## src/rtl/hitmap_serializer.sv

```systemverilog
// Latches one crate hit map (header + 38 rows) and streams it out as header, rows, trailer
// over valid/ready. Maps arriving while a frame is in flight are dropped and counted.
module hitmap_serializer #(
    parameter bit SKIP_EMPTY = 1'b0
) (
    input  logic        clk,
    input  logic        rst,
    input  logic [37:0] in_header,
    input  logic [37:0] in_row00, input logic [37:0] in_row01, input logic [37:0] in_row02,
    input  logic [37:0] in_row03, input logic [37:0] in_row04, input logic [37:0] in_row05,
    input  logic [37:0] in_row06, input logic [37:0] in_row07, input logic [37:0] in_row08,
    input  logic [37:0] in_row09, input logic [37:0] in_row10, input logic [37:0] in_row11,
    input  logic [37:0] in_row12, input logic [37:0] in_row13, input logic [37:0] in_row14,
    input  logic [37:0] in_row15, input logic [37:0] in_row16, input logic [37:0] in_row17,
    input  logic [37:0] in_row18, input logic [37:0] in_row19, input logic [37:0] in_row20,
    input  logic [37:0] in_row21, input logic [37:0] in_row22, input logic [37:0] in_row23,
    input  logic [37:0] in_row24, input logic [37:0] in_row25, input logic [37:0] in_row26,
    input  logic [37:0] in_row27, input logic [37:0] in_row28, input logic [37:0] in_row29,
    input  logic [37:0] in_row30, input logic [37:0] in_row31, input logic [37:0] in_row32,
    input  logic [37:0] in_row33, input logic [37:0] in_row34, input logic [37:0] in_row35,
    input  logic [37:0] in_row36, input logic [37:0] in_row37,
    output logic [37:0] out_data,
    output logic        out_valid,
    input  logic        out_ready,
    output logic        out_sof,
    output logic        out_eof,
    output logic [5:0]  out_row,
    output logic        busy,
    output logic [7:0]  drop_cnt
);

    typedef enum logic [1:0] {IDLE, HDR, ROWS, TRL} state_t;

    state_t      state;
    logic [5:0]  r;
    logic [10:0] hit_acc;
    logic [37:0] rows_q  [38];
    logic [37:0] in_rows [38];

    logic        hdr_ok;
    logic [10:0] acc_nxt;
    logic [5:0]  nidx;
    logic [37:0] nrow;
    logic        nskip;

    function automatic logic [5:0] popcnt(input logic [37:0] v);
        logic [5:0] c;
        c = '0;
        for (int i = 0; i < 38; i++) c = c + {5'd0, v[i]};
        return c;
    endfunction

    assign in_rows = '{in_row00, in_row01, in_row02, in_row03, in_row04, in_row05, in_row06,
                       in_row07, in_row08, in_row09, in_row10, in_row11, in_row12, in_row13,
                       in_row14, in_row15, in_row16, in_row17, in_row18, in_row19, in_row20,
                       in_row21, in_row22, in_row23, in_row24, in_row25, in_row26, in_row27,
                       in_row28, in_row29, in_row30, in_row31, in_row32, in_row33, in_row34,
                       in_row35, in_row36, in_row37};

    assign hdr_ok = in_header[37] && (in_header[15:0] == 16'hAAAA);

    // Next row to present: row 0 when leaving HDR, otherwise r+1 (unused once r reaches 37).
    always_comb begin
        acc_nxt = hit_acc + {5'd0, popcnt(rows_q[r])};
        nidx    = (state == HDR || r == 6'd37) ? 6'd0 : r + 6'd1;
        nrow    = rows_q[nidx];
        nskip   = SKIP_EMPTY && (nrow == '0);
    end

    always_ff @(posedge clk) begin
        if (rst) begin
            state     <= IDLE;
            r         <= '0;
            hit_acc   <= '0;
            for (int i = 0; i < 38; i++) rows_q[i] <= '0;
            out_data  <= '0;
            out_valid <= 1'b0;
            out_sof   <= 1'b0;
            out_eof   <= 1'b0;
            out_row   <= '0;
            busy      <= 1'b0;
            drop_cnt  <= '0;
        end else begin
            if (hdr_ok && state != IDLE && drop_cnt != 8'hFF) drop_cnt <= drop_cnt + 8'd1;

            case (state)
                IDLE: if (hdr_ok) begin
                    rows_q    <= in_rows;
                    hit_acc   <= '0;
                    r         <= '0;
                    state     <= HDR;
                    busy      <= 1'b1;
                    out_valid <= 1'b1;
                    out_sof   <= 1'b1;
                    out_eof   <= 1'b0;
                    out_row   <= '0;
                    out_data  <= in_header;
                end
                HDR: if (out_ready) begin
                    state     <= ROWS;
                    out_sof   <= 1'b0;
                    out_valid <= !nskip;
                    out_data  <= nskip ? '0 : nrow;
                    out_row   <= nskip ? '0 : nidx;
                end
                // A row completes on its handshake, or unconditionally on its skip cycle.
                ROWS: if (!out_valid || out_ready) begin
                    hit_acc <= acc_nxt;
                    if (r == 6'd37) begin
                        state     <= TRL;
                        out_valid <= 1'b1;
                        out_eof   <= 1'b1;
                        out_row   <= '0;
                        out_data  <= {1'b0, 10'd0, acc_nxt, 16'h5555};
                    end else begin
                        r         <= nidx;
                        out_valid <= !nskip;
                        out_data  <= nskip ? '0 : nrow;
                        out_row   <= nskip ? '0 : nidx;
                    end
                end
                TRL: if (out_ready) begin
                    state     <= IDLE;
                    busy      <= 1'b0;
                    out_valid <= 1'b0;
                    out_eof   <= 1'b0;
                    out_data  <= '0;
                    out_row   <= '0;
                end
                default: state <= IDLE;
            endcase
        end
    end

endmodule

```

## config.mk

```make
export PLATFORM = sky130hd
export DESIGN_NAME = hitmap_serializer
export DESIGN_NICKNAME = d
export VERILOG_FILES = /design/src/rtl/hitmap_serializer.sv
export SDC_FILE = /design/constraint.sdc
export NUM_CORES = 2
export LEC_CHECK = 0
export ABC_AREA = 1
export BUFFER_PORTS_ARGS = -buffer_cell sky130_fd_sc_hd__buf_2
export CORE_AREA = 4 4 604 606
export CTS_CLUSTER_SIZE = 12
export DETAILED_ROUTE_END_ITERATION = 12
export DIE_AREA = 0 0 608 610
export PLACE_DENSITY_LB_ADDON = 0.1
export RECOVER_POWER = 25
export SYNTH_ARGS = -nofsm -noshare
export SYNTH_HDL_FRONTEND = slang
export SYNTH_SLANG_ARGS = --single-unit
```

## constraint.sdc

```tcl
create_clock -name clk -period 7.1 [get_ports clk]
set_input_delay 0.71 -clock clk [delete_from_list [all_inputs] [get_ports clk]]
set_output_delay 0.71 -clock clk [all_outputs]
set_load 0.01 [all_outputs]
```

# Word level (Yosys, flattened, before mapping)
# Cells that the tools add are included.
[totals]
wordCells = 166
regBits = 1519
out_inout_bits = 56
[classes]
n_lt_le_gt_ge = 2
n_eq_ne = 12
n_mux = 42
n_addsub = 40
reduce_logical = 20
bitwise = 2
[op_table]
columns = ["operator", "n"]
rows = [
  ["$bmux 38 s6", 2],
  ["$mux 38", 9],
  ["$add 6x1->6", 32],
  ["$pmux 38 s4", 1],
  ["$mux 6", 8],
  ["$pmux 6 s4", 1],
  ["$mux 11", 2],
  ["$pmux 11 s2", 1],
  ["$eq 16x16->1 const B", 1],
  ["$ge 7x7->1 const B", 2],
  ["$not 6->7", 2],
  ["$ne 2x2->1 const B", 6],
  ["$pmux 6 s2", 1],
  ["$add 11x6->11", 1],
  ["$mux 2", 5],
  ["$reduce_and 5->1", 2],
  ["$reduce_and 3->1", 3],
  ["$add 8x1->8 const B", 1],
  ["$ne 8x8->1 const B", 1],
  ["$pmux 2 s4", 1],
  ["$reduce_and 4->1", 2],
  ["$reduce_bool 2->1", 4],
  ["$mux 1", 7],
  ["$add 5x1->6", 1],
  ["17 further kinds", 22],
]

# Logic depth before layout (Yosys ltp)
[depth]
ltp_word = 45
mapped_depth = 35
depth_no_buf = 32

# Least setup slack after synthesis
# Ideal clock, no wire load.
[synth_timing]
kind = "register to register"
start = "register r[0]"
end = "register out_data[26]"
path_stages_with_launch = 34
setup_ns = 0.056
path_buffers = 4
period_less_slack_ns = 7.108
t_arrival_ns = 7.052
setup_slack_ns = -0.008
path_cell_list = "dfxtp_1 buf_2 buf_2 buf_2 clkbuf_1 o21ai_0 a221oi_1 nand2_1 nand2_1 o32ai_1 a21oi_1 fa_1 fa_1 inv_1 fa_1 inv_1 fa_1 fa_1 fa_1 fa_1 fa_1 inv_1 fa_1 nand3_1 nand2_1 nand4_1 nand2_1 nand2_1 nor2_1 xnor2_1 or2_2 nand3_1 nand2_1 inv_1"
[synth_between]
elab_chain_cells = 45
word_cells_on_any_way = 54
cone_classes = "add/sub: 39; eq/ne: 1; mux: 11; bitwise: 2; reduce/logical: 1"
[synth_lines]
columns = ["element", "line_no", "source"]
rows = [
  ["start: declaration", "35", "logic [5:0] r;"],
  ["start signal: assignment", "116", "r <= nidx;"],
  ["$not 6->7 (implied by the code)", "64", "acc_nxt = hit_acc + {5'd0, popcnt(rows_q[r])};"],
  ["$bmux 38 s6", "64", ""],
  ["$mux 38 (implied by the code) (2 in series)", "64", ""],
  ["$add 1x1->2", "49", "for (int i = 0; i < 38; i++) c = c + {5'd0, v[i]};"],
  ["$add 2x1->3", "49", ""],
  ["$add 3x1->4", "49", ""],
  ["$add 4x1->5", "49", ""],
  ["$add 5x1->6", "49", ""],
  ["$add 6x1->6 (32 in series)", "49", ""],
  ["$add 11x6->11", "64", ""],
  ["$mux 38", "109", "if (r == 6'd37) begin"],
  ["$mux 38", "107", "ROWS: if (!out_valid || out_ready) begin"],
  ["$pmux 38 s4 *", "86", "case (state)"],
  ["end signal: assignment", "97", "out_data <= in_header;"],
  ["end signal: assignment", "114", "out_data <= {1'b0, 10'd0, acc_nxt, 16'h5555};"],
  ["end signal: assignment", "118", "out_data <= nskip ? '0 : nrow;"],
  ["end: declaration", "22", "output logic [37:0] out_data,"],
]
# Every way passes the cells marked *; elsewhere a longest branch is shown, timed or not. The select of a mux whose other input is x is not followed.
# A chain may end at the register's enable or synchronous reset.

# Worst setup path after layout
[layout_timing]
start = "register r[0]"
end = "register out_data[22]"
# Same word-level chain as after synthesis.

==> qor.json <==
{
  "status": {
    "run_status": "complete, but fails checks",
    "failed_checks": "max-capacitance violations, max-slew violations, negative setup slack"
  },
  "synth": {
    "synth_enable_flop_cells": 0,
    "average_cell_area_after_synthesis_um2": 6.781,
    "synth_top_cells_by_area": "sky130_fd_sc_hd__dfxtp_1, sky130_fd_sc_hd__a21oi_1, sky130_fd_sc_hd__o21ai_0, sky130_fd_sc_hd__inv_1, sky130_fd_sc_hd__nand2_1",
    "synthDominantCellAreaShare_pct": 37.89,
    "synthSimpleGateAreaFrac_pct": 9.617,
    "synth_compound_area_share_pct": 38.11,
    "synth_xor_area_share_pct": 0.07639,
    "yosysUniqueCellTypes": 49,
    "ys.flop_type": "sky130_fd_sc_hd__dfxtp_1",
    "synthesis.nets": 13380,
    "synth_sequential_area_ratio_pct": 37.89,
    "syn-instance-count": 11840,
    "cell_taking_the_most_area_after_synthesis": "sky130_fd_sc_hd__dfxtp_1",
    "yosys.cell_count.top_type": "sky130_fd_sc_hd__a21oi_1",
    "synth_top_family_by_area": "compound AO/OA/AOI/OAI gates",
    "synth-seq-cells": 1519,
    "yosys_warnings": 0,
    "share_of_flip_flops_with_an_asynchronous_set_or_reset_pct": 0,
    "synthMuxAreaShare_pct": 0,
    "synth_commonest_cells": "sky130_fd_sc_hd__a21oi_1, sky130_fd_sc_hd__o21ai_0, sky130_fd_sc_hd__inv_1",
    "synth_adder_area_share_pct": 1.256,
    "synthesis.area_um2": 80260
  },
  "setup_path": {
    "data_required_time_at_the_worst_endpoint_ns": 7.96,
    "reg2reg_setup_slack_ns": -0.57,
    "crit_buf_inv": 9,
    "worstSetupPathType": "reg -> reg",
    "critical_path.reg2reg.endpoint": "out_data[22]",
    "cp_slowest_cell": "sky130_fd_sc_hd__fa_1",
    "r2r-start": "r[0]",
    "critPathMaxFanout": 29,
    "worstSetupEndpointType": "register",
    "start_kind": "register",
    "critical-path-top-cell-by-count": "sky130_fd_sc_hd__fa_1",
    "peak_per_stage_delay_on_the_critical_path_ns": 0.61,
    "worst-endpoint-arrival_ns": 8.53,
    "timing.critical_path.max_delay_family": "adder cells",
    "r2r_cells": 35
  },
  "die": {
    "placement_rows": 220,
    "die-width_um": 608,
    "io-pin-count": 1541,
    "initial_core_util_pct": 22.36,
    "fp.dieArea_um2": 370900,
    "die_height_um": 610,
    "core_area_um2": 358900
  },
  "sta": {
    "whs_ns": 0.07193,
    "setup_repair_after_global_routing_missed_its_margin": "true",
    "worst_slew_margin_rel_pct": -182.8,
    "setup_viol": 19,
    "timing.final.hold_violations": 0,
    "max_slew.worst_pin.slew_ns": 4.242,
    "slew_violations": 1770,
    "finClkSkew_ns": 0.07226,
    "finalWorstPathRequiredPeriod_ns": 7.669,
    "final_clock_period_utilization_by_the_worst_path_pct": 108.0,
    "timing.fmax_mhz": 130.4,
    "setup_slack_ns": -0.5695
  },
  "cells_and_area": {
    "finish.net_count": 14920,
    "area.growth.synth_to_final_pct": 33.45,
    "share_of_final_layout_standard_cells_stronger_than_drive_strength_1_pct": 21.00,
    "nFillCells": 40190,
    "post_layout_nonfiller_instances": 18490
  },
  "global_routing": {
    "overflow": 0,
    "grt_start_max_net_pins": 228,
    "grtUsageTotal_pct": 31.92,
    "grt_first_pass_wirelength_um": 817200,
    "initial_antenna_violation_count": 344,
    "grt_pass1_vias": 89950
  },
  "placement": {
    "numPlacedInstances": 17790,
    "placement.io_buffers": 1540,
    "place.gp.congestion": 0.9549,
    "post-dp-hpwl_um": 495100
  },
  "pwr": {
    "static_leakage_uw": 0.03933,
    "cellPowerDensity_nw_per_um2": 564.2,
    "vdd_ir_drop_max_mv": 1.761
  },
  "clock_tree": {
    "number_of_clock_sinks_seen_by_cts": 1519,
    "cts_buffer_depth": 4,
    "clkSlewWorstSetupHoldPaths_ns": 0.08,
    "cts-buffers-inserted": 199,
    "clock_tree.htree_level_count": 4,
    "tritoncts": "yes",
    "clock_tree.root_cell": "sky130_fd_sc_hd__clkbuf_16",
    "clk_latency_ns": 0.93
  },
  "drt": {
    "drt-pass1-iter-count": 7,
    "route.vias.total": 95490,
    "avgRoutedWirePerCell_um": 33.79,
    "detail_route.vias_per_cell": 5.165,
    "ant_nets": 0,
    "drt_iter0_drc": 10160,
    "postRouteWirelength_um": 624800,
    "post-route-drc-count": 0
  },
  "worst_hold_path": {
    "hp-class": "in -> reg",
    "hold-path-cell-count": 3,
    "min_from": "in_row06[17]",
    "holdPathEnd": "rows_q[1195]"
  },
  "run": {
    "cap_violations": 18
  }
}
==> final cells by class <==
| type | count | area [um^2] | area share, % |
|---|---|---|---|
| diodes | 187 | 467.9 | 0.4369 |
| clock buffers | 275 | 5625 | 5.252 |
| clock inverters | 82 | 1192 | 1.113 |
| inverters | 1545 | 5898 | 5.507 |
| multi-input cells | 7663 | 40710 | 38.01 |
| flip-flops and latches | 1519 | 30430 | 28.41 |
| well taps | 4773 | 5972 | 5.576 |
| repair buffers | 2445 | 16820 | 15.70 |
==> layer usage <==
| layer | track usage, % | up-vias | wire [um] |
|---|---|---|---|
| met2 | 50.52 | 3933 | 281300 |
| met5 | 0 | - | 1088 |
| met4 | 18.12 | 170 | 39390 |
| met1 | 39.96 | 46480 | 256900 |
| li1 | - | 43840 | - |
| met3 | 7.121 | 1070 | 46150 |
==> cells in the final DEF, fill, tap and decap left out, types with 93 or more instances in the layout <==
cell | netlist | final
sky130_fd_sc_hd__a21oi_1 | 2556 | 2494
sky130_fd_sc_hd__buf_12 | 0 | 123
sky130_fd_sc_hd__buf_2 | 281 | 1483
sky130_fd_sc_hd__buf_4 | 32 | 611
sky130_fd_sc_hd__clkbuf_1 | 715 | 110
sky130_fd_sc_hd__clkbuf_16 | 0 | 199
sky130_fd_sc_hd__dfxtp_1 | 1519 | 1513
sky130_fd_sc_hd__diode_2 | 0 | 187
sky130_fd_sc_hd__dlygate4sd3_1 | 0 | 93
sky130_fd_sc_hd__inv_1 | 1535 | 1524
sky130_fd_sc_hd__nand2_1 | 934 | 916
sky130_fd_sc_hd__nand3_1 | 487 | 476
sky130_fd_sc_hd__nor2_1 | 317 | 309
sky130_fd_sc_hd__o211ai_1 | 307 | 307
sky130_fd_sc_hd__o21ai_0 | 2535 | 2473
==> registers in the layout, indices dropped and copies added, names as in the netlist <==
signal	cells
r	6
state	2
busy	1
rows_q	1444
out_sof	1
hit_acc	11
out_valid	1
drop_cnt	8
out_eof	1
out_row	6
out_data	38
==> cell families (layout without fill, tap and decap cells) <==
logic type / Yosys count / in the layout
buffers and inverters: 2655 / 4347
AOI/OAI and AO/OA: 5771 / 5771
and+or+nand+nor: 1822 / 1823
adders and majority gates: 62 / 62
other: 0 / 187
DFF: 1519 / 1519
xor gates and xnor gates: 7 / 7
==> how the worst max path moves through the flow <==
| stage | from | to | slack [ns] | cells after the start |
|---|---|---|---|---|
| floorplan | r[0] | out_data[26] | 0.02 | 32 |
| global placement | r[0] | out_data[22] | -1.48 | 32 |
| detailed placement | r[0] | out_data[26] | -1.39 | 32 |
| CTS | r[0] | out_data[26] | -0.61 | 34 |
| global route | r[0] | out_data[22] | -0.81 | 35 |
| finish | r[0] | out_data[22] | -0.57 | 35 |
==> per-stage QoR <==
stage               power [uW]  area [um^2]  utilization [%]  setup TNS, ns  setup WS (ns)
floorplan                26320        80260                -              0        0.01879
global placement         44690        96700            26.94         -23.90         -1.483
detailed placement       44640        96700            26.94         -22.22         -1.387
CTS                      59010       106400            29.65         -6.342        -0.6096
global route             62170       106900            29.79         -9.258        -0.8070
finish                   60430       107100            29.84         -6.187        -0.5695
==> worst reg2reg max path: cells and delay by family (launching register included) <==
kind	cells	cell delay, ns
buffers and inverters	9	1.19
adders and majority gates	9	4.28
and+or+nand+nor	10	0.94
DFF	1	0.38
AOI/OAI and AO/OA	7	0.79
==> report_power, final <==
group | leakage [uW] | total (uW) | internal, uW | switching (uW)
Clock | 0.00337 | 11000 | 6390 | 4590
Sequential | 0.0122 | 8790 | 8670 | 124
Combinational | 0.0237 | 40700 | 13600 | 27000
Total | 0.0393 | 60400 | 28700 | 31700
==> what timing repair did <==
action | CTS | global route
gates resized for setup | 284 | 93
hold endpoints to repair | 93 | 0
hold buffers | 93 | 0
gates cloned | 16 | 0
setup endpoints to repair | 22 | 21
setup buffers | 50 | 8
pin swaps | 81 | 40
No activity file was read; power rests on OpenSTA's default activity.
